<file path="src/rtl/minibyte_timer_io.sv">
// rtl/minibyte_timer_io.sv - memory-mapped 8-bit prescaled timer for the minibyte CPU bus
// Four-register window (CTRL, PRESCALE, COUNT, COMPARE) with a sticky match flag and a level interrupt.
module minibyte_timer_io #(
  parameter logic [6:0] BASE_ADDR = 7'h70
) (
  input  logic       clk_in,
  input  logic       rst_in,
  input  logic [6:0] address,
  input  logic [7:0] data_in,
  input  logic       we_in,
  output logic       sel_out,
  output logic [7:0] data_out,
  output logic       irq_out,
  output logic       tick_out
);

  logic       en;
  logic       reload;
  logic       ie;
  logic       match;
  logic [7:0] prescale;
  logic [7:0] count;
  logic [7:0] compare;
  logic [7:0] pre_cnt;

  logic wr;
  logic wr_ctrl;
  logic wr_prescale;
  logic wr_count;
  logic wr_compare;
  logic en_rise;
  logic tick;
  logic timer_tick;
  logic hit;

  assign sel_out     = (address[6:2] == BASE_ADDR[6:2]);
  assign wr          = we_in & sel_out;
  assign wr_ctrl     = wr & (address[1:0] == 2'd0);
  assign wr_prescale = wr & (address[1:0] == 2'd1);
  assign wr_count    = wr & (address[1:0] == 2'd2);
  assign wr_compare  = wr & (address[1:0] == 2'd3);
  assign en_rise     = wr_ctrl & data_in[0] & ~en;

  assign tick       = en & (pre_cnt == prescale);
  assign tick_out   = tick;
  // A COUNT write in a tick cycle swallows that tick entirely.
  assign timer_tick = tick & ~wr_count;
  assign hit        = timer_tick & (count == compare);

  assign irq_out = match & ie;

  always_ff @(posedge clk_in or negedge rst_in) begin
    if (!rst_in) begin
      en       <= 1'b0;
      reload   <= 1'b0;
      ie       <= 1'b0;
      match    <= 1'b0;
      prescale <= 8'h00;
      count    <= 8'h00;
      compare  <= 8'h00;
      pre_cnt  <= 8'h00;
    end else begin
      if (wr_count || en_rise || !en || tick) begin
        pre_cnt <= 8'h00;
      end else begin
        pre_cnt <= pre_cnt + 8'd1;
      end

      if (timer_tick) begin
        if (count == compare) begin
          match <= 1'b1;
          if (reload) begin
            count <= 8'h00;
          end else begin
            en <= 1'b0;
          end
        end else begin
          count <= count + 8'd1;
        end
      end

      // CPU writes come after the timer update so they win, except that a
      // match event in the same cycle is never cleared away.
      if (wr_count) begin
        count <= data_in;
      end
      if (wr_ctrl) begin
        en     <= data_in[0];
        reload <= data_in[1];
        ie     <= data_in[6];
        if (data_in[7] && !hit) begin
          match <= 1'b0;
        end
      end
      if (wr_prescale) begin
        prescale <= data_in;
      end
      if (wr_compare) begin
        compare <= data_in;
      end
    end
  end

  always_comb begin
    data_out = 8'h00;
    if (sel_out) begin
      case (address[1:0])
        2'd0:    data_out = {match, ie, 4'b0000, reload, en};
        2'd1:    data_out = prescale;
        2'd2:    data_out = count;
        default: data_out = compare;
      endcase
    end
  end

endmodule

</file>
<file path="config.mk">
export PLATFORM = sky130hd
export DESIGN_NAME = minibyte_timer_io
export DESIGN_NICKNAME = d
export VERILOG_FILES = /design/src/rtl/minibyte_timer_io.sv
export SDC_FILE = /design/constraint.sdc
export NUM_CORES = 1
export LEC_CHECK = 0
export CORE_MARGIN = 1
export CORE_UTILIZATION = 49
export DETAILED_ROUTE_END_ITERATION = 8
export GPL_ROUTABILITY_DRIVEN = 0
export PLACE_DENSITY = 0.75
export SYNTH_ARGS = -nofsm -noshare
export SYNTH_HDL_FRONTEND = slang
export SYNTH_SLANG_ARGS = --single-unit
export TNS_END_PERCENT = 5
</file>
<file path="constraint.sdc">
create_clock -name clk_in -period 1.8 [get_ports clk_in]
set_clock_uncertainty 0.05 [all_clocks]
set_input_delay 0.36 -clock clk_in [delete_from_list [all_inputs] [get_ports clk_in]]
set_output_delay 0.36 -clock clk_in [all_outputs]
set_load 0.03 [all_outputs]
</file>
# [Word level (Yosys, flattened, before mapping)]
# Cells that the tools add are included.
[word_totals] regBits=36 in_bits=18 word_cells=58
[op_classes] n_addsub=2 eq_ne=8 mux=15 bitwise_logic=13 reduce_logical=12
[op_table] operator="$mux W8" count=6
[op_table] operator="$pmux W8 S3" count=1
[op_table] operator="$add A8 B1 Y8 const B" count=2
[op_table] operator="$eq A8 B8 Y1" count=2
[op_table] operator="$and A1 B1 Y1" count=11
[op_table] operator="$mux W1" count=8
[op_table] operator="$reduce_bool A2 Y1" count=3
[op_table] operator="$eq A5 B5 Y1 const B" count=1
[op_table] operator="$eq A2 B2 Y1 const B" count=2
[op_table] operator="$logic_or A1 B1 Y1" count=3
[op_table] operator="$ne A3 B3 Y1 const B" count=1
[op_table] operator="$reduce_and A3 Y1" count=1
[op_table] operator="$eq A2 B1 Y1 const B" count=1
[op_table] operator="$logic_not A1 Y1" count=2
[op_table] operator="$logic_not A2 Y1" count=1
[op_table] operator="$ne A2 B1 Y1 const B" count=1
[op_table] operator="$not A1 Y1" count=2
[op_table] operator="$reduce_and A2 Y1" count=1
[op_table] operator="$logic_and A1 B1 Y1" count=1

# [Logic depth before layout (Yosys ltp)]
[logic_depth] word_depth=10 ltp_mapped=8

# [Worst setup path before layout]
# No wires, ideal clock.
[synth_path] path_kind="in2out" from="input port address[0]" to="output port data_out[7]" t_arrival_ns=1.530 t_required_ns=1.390 path_slack_ns=-0.140 path_stages=3 path_buffers=1 cell_sequence="buf_1 mux4_2 and2_1"
[synth_between] elab_chain_cells=3
[synth_lines] element="from (decl)" line="8" rtl="input logic [6:0] address,"
[synth_lines] element="$eq A2 B2 Y1, or another cell as far along" line="107" rtl="case (address[1:0])"
[synth_lines] element="$pmux W8 S3 *" line="107"
[synth_lines] element="$mux W8 *" line="106" rtl="if (sel_out) begin"
[synth_lines] element="to (decl)" line="12" rtl="output logic [7:0] data_out,"
# Mark *: on every way between the ends. The rest lies on a longest branch, timed or not.

# [Worst setup path after layout]
[layout_path] from="register pre_cnt[2]" to="output port tick_out"
[layout_between] elab_chain_cells=2
[layout_lines] element="from (decl)" line="24" rtl="logic [7:0] pre_cnt;"
[layout_lines] element="from (signal assigned)" line="66" rtl="pre_cnt <= pre_cnt + 8'd1;"
[layout_lines] element="$eq A8 B8 Y1" line="44" rtl="assign tick = en & (pre_cnt == prescale);"
[layout_lines] element="$and A1 B1 Y1" line="44"
[layout_lines] element="to (decl)" line="14" rtl="output logic tick_out"
# Every way passes these cells.

==> key figures <==
Setup path
  • Setup CP Type: reg -> out
  • Reg2reg start: pre_cnt[2]
  • Worst R2R Setup Slack: -280 ps
  • CP cell instances: xnor2_2, nand3_1, or3_4, buf_6, inv_4, buf_6
  • R2R Path End: count[5]
  • Critical-path top delay cell: dfrtp_1
  • Crit. End Element: output port
  • Critical Path AT: 1730 ps
  • CP max FO: 2
  • Origin of the worst setup path: pre_cnt[2]
  • CP max stage delay: around 430 ps
  • Worst r2r path cells: 7
  • Most used cell, CP: buf_6
  • Critical path startpoint category: register
  • WP data required: roughly 1400 ps
  • Crit path to: tick_out

Place
  • Hpwl dp: approximately 4400 um
  • IO Port Bufs: 28
  • DP Worst Slack: -854 ps
  • Area after DPL: 2910 um2

GRT
  • Initial antenna violation count: 0
  • GRT Resource Usage Total: between 30% and 40%
  • First-pass GRT wire length: 9980 um
  • Vias in the first global route: between 2000 and 2500
  • Remaining Overflow, GRT: 0
  • Largest net degree at the start of global routing: 37

Clock tree
  • Root Buffer: clkbuf_8
  • Clock transition at the registers of the reported paths: about 80 ps
  • Clock sinks: 36
  • CTS tree: built
  • Worst skew pair latency: roughly 290 ps
  • Htree depth: 2
  • Buffer depth of the longest clock path: 2
  • Num CTS Buffers: 5
  • Post-CTS Hold Buffers: 0

Logic synthesis
  • Mapped Area: around 2200 um2
  • Post-synthesis sequential area ratio: roughly two fifths
  • Count of cell types in the netlist: 44
  • Top cells by area, synth: dfrtp_1 42%, mux2_2 10%, xnor2_1 6.9%, mux4_2 4.2%, nor2_1 3.1%
  • Syn nets: approximately 230
  • Synthesis Warnings: 0
  • Post-synth ARST share: 100%
  • Post-synth top flop: dfrtp_1
  • Avg Cell Area, Syn: just over 10 um2
  • Post-synth EDFFs: 0
  • Count leader, synth: dfrtp_1
  • Dominant cell type by area after synthesis: dfrtp_1
  • Synth Register Bits: 36
  • Yosys top cell area share: between 40% and 50%
  • Syn Inst Count: roughly 210
  • Post-synth top cells: 36 x dfrtp_1, 20 x mux2_2, 18 x nor2_1

Worst hold path
  • Tightest Hold Check Type: in -> async

Floorplan
  • Std-Cell Rows: 23
  • Die X: about 68 um
  • Die height: 68.4 um
  • Initial core utilization: between 50 and 60%
  • # IOs: 29
  • Core area: about 4100 um2
  • Die area: between 4000 and 5000 um2

Drt
  • DRT Wirelength: around 6400 um
  • Number of remaining DRC errors: 0
  • Post-route antenna net violation count: 0
  • DRT Pass-1 Iters: 4
  • Routed vias/inst: 5.79
  • Via count: 2032
  • Wire length per cell: around 18 um
  • DRT iter0 DRCs: ~110

Cells and area
  • Finished Cell Area: between 3000 and 4000 um2
  • Ant diodes: 0
  • Layout area overhead: 47.2%
  • Share of layout cells above drive strength 1: 46.8%
  • Nets: 320

STA
  • Post-route setup slack: -335 ps
  • Final hold viol count: 0
  • Setup-failing EPs final: 19
  • Max Slew Vio Count: 0
  • Post-route minimum period: 2140 ps
  • Slew HR: about three quarters
  • Crit share post-route: 119%
  • RSZ-0062 raised after global routing: true
  • Fmax: between 400 and 500 MHz
  • Worst-Margin Slew: roughly 380 ps

Power
  • Leak pwr: between 1 and 1.5 nW
  • Pwr dens: between 700 and 800 nW/um2
  • Total power: between 2 and 2.5 mW
  • Peak supply drop: 0.000522 V

Run
  • Max-cap viol count: 0

Run status
  • Status: complete, but fails checks
  • Failing checks: negative setup slack
-- flip-flops by register name, summed over array words and instances (netlist names) --
register and count:
compare 8, count 8, en 1, ie 1
match 1, pre_cnt 8, prescale 8, reload 1
-- worst min-delay path by stage --
| stage | slack [ps] | depth (start not counted) | from | endpoint |
|---|---|---|---|---|
| floorplan | 10 | 0 | rst_in | compare[0] |
| detailed placement | 490 | 1 | prescale[7] | prescale[7] |
| global route | 410 | 2 | rst_in | compare[4] |
| global placement | 490 | 1 | prescale[7] | prescale[7] |
| CTS | 400 | 2 | rst_in | pre_cnt[3] |
| finish | 390 | 2 | rst_in | compare[4] |
-- logic make-up after synthesis --
| logic type | count (synthesis) | share of synthesized area (%) |
|---|---|---|
| and+or+nand+nor | 72 | 18.7 |
| DFF | 36 | 41.7 |
| AOI/OAI and AO/OA | 34 | 10.6 |
| muxes | 25 | 15.1 |
| xor gates and xnor gates | 22 | 8.92 |
| buffers and inverters | 17 | 3.88 |
| adders and majority gates | 2 | 1.16 |
-- timing repair --
item,in CTS,in global routing
endpoints found under the hold margin,0,0
gates resized for setup,79,14
pin swaps,17,9
buffers inserted,5,2
setup endpoints to repair,47,38
-- cell usage in the layout, fill, tap and decap left out, types with 4 or more instances in the layout --
master / instances
xor2_1: 5
xnor2_1: 15
clkbuf_2: 4
mux4_2: 4
clkbuf_8: 6
dfrtp_1: 36
nor2_1: 17
clkdlybuf4s50_1: 10
mux2_2: 16
nand4_1: 5
buf_6: 13
buf_4: 62
and2_4: 4
inv_1: 5
nand3_1: 9
nand2_1: 12
a22oi_2: 4
mux2_4: 4
o21ai_0: 8
-- per-layer routing --
layer  vias up  track usage [%]  part of all wire, %
li1        937                -                    -
met4         0             14.8                  3.1
met5         -                0                    0
met2        83             51.8                   50
met1       991             36.7                   42
met3        21             6.83                  5.0
-- where the power goes --
part	total (mW)	switching, mW	leakage [nW]	internal (mW)
sequential	0.974	0.0748	0.466	0.899
combinational	0.807	0.378	0.938	0.429
clock	0.611	0.299	0.0445	0.311
-- layout make-up --
class / count / area, um2
fillers: 273 / 937
clock buffers: 7 / 86.3
repair buffers: 95 / 800
inverters: 7 / 33.8
clock inverters: 1 / 7.51
well taps: 50 / 62.6
multi-input cells: 155 / 1290
flip-flops and latches: 36 / 901
-- worst max-delay path: cells and delay by family (launching register included) --
family                 cells  cell delay [ps]
flip-flops                 1              430
AND/OR/NAND/NOR            2              550
XOR/XNOR                   1              150
buffers and inverters      3              290
-- per-stage QoR --
step	hold slack (ps)	setup TNS (ps)	utilization (%)	std cells
after global routing	407	-3960	77.2	351
after detailed placement	493	-26450	70.7	336
final	393	-2780	77.2	351
after floorplan	14.4	-730	-	208
after CTS	404	-2810	76.3	349
after global placement	488	-25170	70.7	336
Note: power is estimated with default switching activity, not from simulation.
